[src/rtl/qam_pkg.sv]
// qam_pkg: shared constants, state encoding and helpers for the qam frame controller.
package qam_pkg;
  localparam int DEF_LEN_W = 16;
  localparam logic [2:0] QAM_BPSK = 3'd0;
  localparam logic [2:0] QAM_QPSK = 3'd1;
  localparam logic [2:0] QAM_16   = 3'd2;
  localparam logic [2:0] QAM_64   = 3'd3;
  localparam logic [2:0] QAM_MAX  = 3'd4;
  typedef enum logic [2:0] {ST_IDLE, ST_SETTLE, ST_STREAM, ST_DRAIN, ST_ABORT} state_e;
  function automatic logic qam_legal(input logic [2:0] code, input int max_code);
    return int'(code) <= max_code;
  endfunction
endpackage

[src/rtl/qam_frame_ctrl_if.sv]
// qam_frame_ctrl_if: request, source and modulator signals of the frame controller.
interface qam_frame_ctrl_if
  import qam_pkg::*;
#(
  parameter int LEN_W = DEF_LEN_W
) ();
  logic             req_valid;
  logic             req_ready;
  logic [2:0]       req_qam;
  logic [LEN_W-1:0] req_len;
  logic [31:0]      src_data;
  logic             src_valid;
  logic             src_ready;
  logic [31:0]      mod_signal_in;
  logic [2:0]       mod_qam;
  logic             mod_valid_in;
  logic             mod_ready_out;
  logic             mod_error;
  modport master (
    input  req_valid, req_qam, req_len, src_data, src_valid, mod_ready_out, mod_error,
    output req_ready, src_ready, mod_signal_in, mod_qam, mod_valid_in
  );
  modport slave (
    output req_valid, req_qam, req_len, src_data, src_valid, mod_ready_out, mod_error,
    input  req_ready, src_ready, mod_signal_in, mod_qam, mod_valid_in
  );
endinterface

[src/rtl/qam_cyc_timer.sv]
// qam_cyc_timer: loadable down-counter that parks at zero; done flags the zero count.
module qam_cyc_timer #(
  parameter int W = 4
) (
  input  logic         clk,
  input  logic         rst_n,
  input  logic         load_i,
  input  logic [W-1:0] val_i,
  output logic [W-1:0] cnt_o,
  output logic         done_o
);
  logic [W-1:0] cnt_q;
  always_ff @(posedge clk or negedge rst_n)
    if (!rst_n) cnt_q <= '0;
    else        cnt_q <= load_i ? val_i : cnt_q - W'(cnt_q != '0);
  assign cnt_o  = cnt_q;
  assign done_o = cnt_q == '0;
endmodule

[src/rtl/qam_frame_ctrl.sv]
// qam_frame_ctrl: frame sequencer that reprograms qam only between frames and
// gates exactly the requested number of source words into the modulator.
module qam_frame_ctrl
  import qam_pkg::*;
#(
  parameter int LEN_W      = DEF_LEN_W,
  parameter int MAX_QAM    = int'(QAM_MAX),
  parameter int SETTLE_CYC = 4,
  parameter int DRAIN_CYC  = 8
) (
  input  logic             clk,
  input  logic             rst_n,
  qam_frame_ctrl_if.master bus,
  input  logic             err_clr_i,
  output logic             busy_o,
  output logic             frame_done_o,
  output logic             req_err_o,
  output logic             abort_o,
  output logic [LEN_W-1:0] words_sent_o
);
  localparam int TW = $clog2((SETTLE_CYC > DRAIN_CYC ? SETTLE_CYC : DRAIN_CYC) + 1);
  localparam logic [TW-1:0] SETTLE_LD = TW'(SETTLE_CYC - 1);
  localparam logic [TW-1:0] DRAIN_LD  = TW'(DRAIN_CYC - 1);
  state_e           state_q;
  logic [LEN_W-1:0] len_q, words_q;
  logic [2:0]       qam_q;
  logic             req_ready_q, frame_done_q, req_err_q, abort_q;
  logic             stream, accept, xfer, last_xfer, tmr_load, tmr_done;
  logic [TW-1:0]    tmr_val, tmr_cnt;
  always_comb begin
    stream    = state_q == ST_STREAM;
    accept    = state_q == ST_IDLE && req_ready_q && bus.req_valid &&
                qam_legal(bus.req_qam, MAX_QAM) && bus.req_len != '0;
    xfer      = stream && bus.src_valid && bus.mod_ready_out;
    last_xfer = xfer && words_q + LEN_W'(1) == len_q;
    tmr_load  = (accept && bus.req_qam != qam_q) || last_xfer;
    tmr_val   = last_xfer ? DRAIN_LD : SETTLE_LD;
  end
  qam_cyc_timer #(.W(TW)) u_timer (
    .clk    (clk),
    .rst_n  (rst_n),
    .load_i (tmr_load),
    .val_i  (tmr_val),
    .cnt_o  (tmr_cnt),
    .done_o (tmr_done)
  );
  // Timer counts down to zero, so the final SETTLE/DRAIN cycle is the one with tmr_done.
  always_ff @(posedge clk or negedge rst_n)
    if (!rst_n) begin
      state_q      <= ST_IDLE;
      len_q        <= '0;
      words_q      <= '0;
      qam_q        <= '0;
      req_ready_q  <= 1'b0;
      frame_done_q <= 1'b0;
      req_err_q    <= 1'b0;
      abort_q      <= 1'b0;
    end else begin
      frame_done_q <= 1'b0;
      req_err_q    <= 1'b0;
      req_ready_q  <= 1'b0;
      abort_q      <= bus.mod_error | (abort_q & ~err_clr_i);
      if (xfer) words_q <= words_q + LEN_W'(1);
      case (state_q)
        ST_IDLE: begin
          req_ready_q <= ~accept;
          if (req_ready_q && bus.req_valid) begin
            if (!qam_legal(bus.req_qam, MAX_QAM)) req_err_q <= 1'b1;
            else if (bus.req_len == '0) frame_done_q <= 1'b1;
            else begin
              len_q   <= bus.req_len;
              words_q <= '0;
              qam_q   <= bus.req_qam;
              state_q <= bus.req_qam != qam_q ? ST_SETTLE : ST_STREAM;
            end
          end
        end
        ST_SETTLE: if (tmr_done) state_q <= ST_STREAM;
        ST_STREAM:
          if (bus.mod_error) state_q <= ST_ABORT;
          else if (last_xfer) begin
            state_q      <= ST_DRAIN;
            frame_done_q <= DRAIN_CYC == 1;
          end
        // frame_done is raised for the last drain cycle; IDLE follows right after.
        ST_DRAIN:
          if (bus.mod_error) state_q <= ST_ABORT;
          else if (tmr_done) begin
            state_q     <= ST_IDLE;
            req_ready_q <= 1'b1;
          end else frame_done_q <= tmr_cnt == TW'(1);
        ST_ABORT:
          if (err_clr_i && !bus.mod_error) begin
            state_q     <= ST_IDLE;
            req_ready_q <= 1'b1;
          end
        default: state_q <= ST_IDLE;
      endcase
    end
  assign bus.req_ready     = req_ready_q;
  assign bus.src_ready     = stream && bus.mod_ready_out;
  assign bus.mod_valid_in  = stream && bus.src_valid;
  assign bus.mod_signal_in = stream ? bus.src_data : '0;
  assign bus.mod_qam       = qam_q;
  assign busy_o            = state_q != ST_IDLE;
  assign frame_done_o      = frame_done_q;
  assign req_err_o         = req_err_q;
  assign abort_o           = abort_q;
  assign words_sent_o      = words_q;
endmodule

[src/flat_wrapper.sv]
// flat-port wrapper written by rule: the top's interface ports become plain ports
module qam_frame_ctrl_flat import qam_pkg::*;
#(
  parameter int LEN_W      = DEF_LEN_W,
  parameter int MAX_QAM    = int'(QAM_MAX),
  parameter int SETTLE_CYC = 4,
  parameter int DRAIN_CYC  = 8
)
  (clk, rst_n, err_clr_i, busy_o, frame_done_o, req_err_o, abort_o, words_sent_o, bus_req_valid, bus_req_qam, bus_req_len, bus_src_data, bus_src_valid, bus_mod_ready_out, bus_mod_error, bus_req_ready, bus_src_ready, bus_mod_signal_in, bus_mod_qam, bus_mod_valid_in);
  qam_frame_ctrl_if #(.LEN_W(LEN_W)) bus_i ();
  input  logic clk;
  input  logic rst_n;
  input  logic err_clr_i;
  output logic busy_o;
  output logic frame_done_o;
  output logic req_err_o;
  output logic abort_o;
  output logic [LEN_W-1:0] words_sent_o;
  input wire logic [$bits(bus_i.req_valid)-1:0] bus_req_valid;
  input wire logic [$bits(bus_i.req_qam)-1:0] bus_req_qam;
  input wire logic [$bits(bus_i.req_len)-1:0] bus_req_len;
  input wire logic [$bits(bus_i.src_data)-1:0] bus_src_data;
  input wire logic [$bits(bus_i.src_valid)-1:0] bus_src_valid;
  input wire logic [$bits(bus_i.mod_ready_out)-1:0] bus_mod_ready_out;
  input wire logic [$bits(bus_i.mod_error)-1:0] bus_mod_error;
  output wire logic [$bits(bus_i.req_ready)-1:0] bus_req_ready;
  output wire logic [$bits(bus_i.src_ready)-1:0] bus_src_ready;
  output wire logic [$bits(bus_i.mod_signal_in)-1:0] bus_mod_signal_in;
  output wire logic [$bits(bus_i.mod_qam)-1:0] bus_mod_qam;
  output wire logic [$bits(bus_i.mod_valid_in)-1:0] bus_mod_valid_in;
  assign bus_i.req_valid = bus_req_valid;
  assign bus_i.req_qam = bus_req_qam;
  assign bus_i.req_len = bus_req_len;
  assign bus_i.src_data = bus_src_data;
  assign bus_i.src_valid = bus_src_valid;
  assign bus_i.mod_ready_out = bus_mod_ready_out;
  assign bus_i.mod_error = bus_mod_error;
  assign bus_req_ready = bus_i.req_ready;
  assign bus_src_ready = bus_i.src_ready;
  assign bus_mod_signal_in = bus_i.mod_signal_in;
  assign bus_mod_qam = bus_i.mod_qam;
  assign bus_mod_valid_in = bus_i.mod_valid_in;
  qam_frame_ctrl #(.LEN_W(LEN_W), .MAX_QAM(MAX_QAM), .SETTLE_CYC(SETTLE_CYC), .DRAIN_CYC(DRAIN_CYC)) u_core (.clk(clk), .rst_n(rst_n), .bus(bus_i), .err_clr_i(err_clr_i), .busy_o(busy_o), .frame_done_o(frame_done_o), .req_err_o(req_err_o), .abort_o(abort_o), .words_sent_o(words_sent_o));
endmodule
[config.mk]
export PLATFORM = sky130hd
export DESIGN_NAME = qam_frame_ctrl_flat
export DESIGN_NICKNAME = d
export VERILOG_FILES = /design/src/rtl/qam_pkg.sv /design/src/rtl/qam_frame_ctrl_if.sv /design/src/rtl/qam_cyc_timer.sv /design/src/rtl/qam_frame_ctrl.sv /design/src/flat_wrapper.sv
export SDC_FILE = /design/constraint.sdc
export NUM_CORES = 1
export LEC_CHECK = 0
export BUFFER_PORTS_ARGS = -buffer_cell sky130_fd_sc_hd__buf_2
export CORE_MARGIN = 3
export CORE_UTILIZATION = 49
export DETAILED_ROUTE_END_ITERATION = 10
export PLACE_DENSITY = 0.83
export SLEW_MARGIN = 20
export SYNTH_ARGS = -nofsm -noshare
export SYNTH_HDL_FRONTEND = slang
export SYNTH_SLANG_ARGS = --single-unit
export TNS_END_PERCENT = 5
[constraint.sdc]
create_clock -name clk -period 2.6 [get_ports clk]
set_input_delay 0.39 -clock clk [delete_from_list [all_inputs] [get_ports clk]]
set_output_delay 0.39 -clock clk [all_outputs]
set_load 0.01 [all_outputs]
==> impl_metrics.yaml <==
power_and_ir_drop:
  vdd_ir_drop_max_uv: 541
  static-leakage-power_nw: 1.91
  powerDensity_nw_per_um2: 805
  total_power_after_layout_mw: 2.97
clock_network:
  clock_tree.buffer_depth: 2
  cts.repair_timing.setup_buffer_count: 0
  htree_levels: 2
  holdBufCountCts: 0
  cts.sinks: 46
  tritoncts.num_buffers: 5
  insertion_delay_ns: 0.30
  cts_tree: "yes"
  clk_pin_slew_ns: 0.09
  cts_root_buffer: "sky130_fd_sc_hd__clkbuf_8"
synthesis:
  synth.cell_area_um2: 2990
  async_flop_share_pct: 100
  synth_cells: 355
  unique_cell_type_count_in_the_yosys_netlist: 57
  synth_seq_cells: 46
  postSynth.topFlopCell: "sky130_fd_sc_hd__dfrtp_1"
  synthesis.area_per_instance_um2: 8.43
  number_of_flops_mapped_to_enable_cells_by_yosys: 0
  synth_seq_area_share_pct: 38.5
  syn-num-nets: 416
  yosys_warnings: 0
place:
  numPortBuffers: 115
  hpwl_um: 6270
  placer_s_final_routability_congestion_estimate: 0.974
sta:
  number_of_hold_violations_in_the_final_report: 0
  timing.fmax_ghz: 0.400
  slew_viol_final: 0
  relative_max_transition_margin_pct: 60.6
  timing_worst_slew_pin_value_ns: 0.592
  setup_viol: 0
  timing.clock.skew_ns: 0.00573
  timing.final.crit_period_ns: 2.50
  post-route-period-util_pct: 96.1
die:
  floorplan.io_pins: 116
  floorplan.die_area_um2: 7080
  dieWidth_um: 84.2
  fp-row-count: 27
  floorplan.core_area_um2: 5710
  die_h_um: 84.2
  initial_core_util_pct: 52.4
route:
  final_wl_um: 8190
  wire_per_inst_um: 15.2
  first_iter_violations: 202
  firstDrtPassIters: 4
  vias: 2900
  ant_nets: 0
  drt_via_density: 5.40
  route.detailed.drc: 0
layout:
  fill_cell_instance_count_of_the_final_layout: 482
  drive_above_1_share_pct: 30.3
  multi_input_comb_area_um2: 1700
  layout.nets: 525
  layout.area.seq_um2: 1150
  finalCoreUtilization_pct: 64.6
  layout.cells.most_common: "sky130_fd_sc_hd__buf_2"
  area.growth.synth_to_final_pct: 23.2
  layout.cells.most_common_list: "115 x sky130_fd_sc_hd__buf_2, 77 x sky130_fd_sc_hd__nand2_1, 46 x sky130_fd_sc_hd__dfrtp_1"
  antennaDiodeCount: 0
worst_setup_path:
  start_kind: "register"
  worst-endpoint-arrival_ns: 2.69
  r2r_slack_ns: 0.10
  path_class: "register to register"
  worst_setup_path_end_kind: "register"
  critPathRequiredTime_ns: 2.80
  ff2ff_path_depth: 7
  timing.critical_path.fanout_max: 7
global_route:
  grt_util_all_layers_pct: 23.2
  antenna_found_initial: 0
  grt.overflow.total: 0
  grt_pass1_vias: 2844
  grt_pass1_wl_um: 13600
  grt_max_degree: 36
hold_path:
  hold_class: "input port to async pin"
flow_run:
  cap_violations: 0
run_status:
  outcome: "completed"
-- worst max-delay path, stage by stage (launching register included) --
cell and delay [ns]:
sky130_fd_sc_hd__dfrtp_1 0.45, sky130_fd_sc_hd__ha_1 0.34, sky130_fd_sc_hd__nand2_1 0.22, sky130_fd_sc_hd__nor4_2 0.33, sky130_fd_sc_hd__mux2_2 0.37, sky130_fd_sc_hd__a22oi_1 0.20
sky130_fd_sc_hd__nand4b_2 0.24, sky130_fd_sc_hd__and3_1 0.24
-- Yosys cell counts, drive strengths merged (2+ instances only) --
library cell  number  area share [%]
nand2             78             9.9
dfrtp             46              38
and2              36             7.5
nor2              29             3.6
xnor2             23             6.7
xor2              16             4.9
clkbuf            13             3.0
nor4              13             2.7
nor3              12             2.0
nand3             11             1.8
buf               10             1.8
nand4             10             2.3
o21ai              5            0.84
inv                4            0.50
and3               3            0.63
ha                 3             1.3
nand2b             3            0.63
nor3b              3            0.75
o211ai             3            0.92
a21o               2            0.50
and4               2            0.63
mux2i              2            0.67
nand3b             2            0.50
nand4b             2            0.79
-- logic make-up (layout without fill, tap and decap cells) --
group / after synthesis / in the layout / share of synthesized area [%]
AND/OR/NAND/NOR: 210 / 210 / 35.4
multiplexers: 3 / 3 / 1.05
adder cells (fa/ha/maj): 3 / 3 / 1.25
XOR/XNOR: 39 / 39 / 11.7
AO/OA/AOI/OAI: 27 / 27 / 6.94
buffers and inverters: 27 / 137 / 5.27
flip-flops: 46 / 46 / 38.5
-- area by class of cell --
cell class	count	share of cell area (%)
Inverter	4	0.407
Clock inverter	2	0.373
Tap cell	72	2.44
Clock buffer	6	1.97
Multi-Input combinational cell	282	46.0
Timing Repair Buffer	125	17.6
Sequential cell	46	31.2
-- stage by stage --
stage / setup TNS, ns / hold WS [ns] / cells / instance area (um2) / setup slack, ns
after floorplan: 0 / 0.0944 / 355 / 2990 / 0.279
after global placement: 0 / 0.414 / 529 / 3600 / 0.268
after detailed placement: 0 / 0.429 / 529 / 3600 / 0.135
after CTS: 0 / 0.102 / 537 / 3680 / 0.108
after global routing: -0.00530 / 0.119 / 537 / 3690 / -0.00530
final: 0 / 0.0867 / 537 / 3690 / 0.102
-- report_power, final --
group          leakage [nW]  switching [mW]  internal [mW]
Combinational          1.26           0.757          0.616
Sequential            0.598           0.228          0.933
Clock                0.0452           0.246          0.190
-- metal layers --
metal | wire length, um | GRT usage (%) | up-vias
met3 | 560 | 5.20 | 14
li1 | - | - | 1418
met5 | 0 | 0 | -
met4 | 99 | 6.58 | 0
met2 | 3900 | 35.5 | 111
met1 | 3630 | 33.0 | 1357
-- path summary, 6_finish.rpt --
path                                        start                      end
hold / removal                              rst_n  u_core.words_sent_o[11]
setup reg to reg           u_core.words_sent_o[1]  u_core.u_timer.cnt_o[3]
setup / recovery           u_core.words_sent_o[1]  u_core.u_timer.cnt_o[3]
hold reg to reg                    u_core.abort_o           u_core.abort_o
min in group clk                   bus_req_len[7]          u_core.len_q[7]
max in group asynchronous                   rst_n        u_core.state_q[1]
-- registers in the layout, indices dropped and copies added, names as in the netlist --
name                  count
u_core.abort_o            1
u_core.bus.mod_qam        3
u_core.bus.req_ready      1
u_core.frame_done_o       1
u_core.len_q             16
u_core.req_err_o          1
u_core.state_q            3
u_core.u_timer.cnt_o      4
u_core.words_sent_o      16
-- timing repair --
action | in CTS | in global routing
hold endpoints to repair | 0 | 0
resized for setup | 0 | 1
endpoints found under the setup margin | 0 | 2
Power figures use the tool's default switching activity.
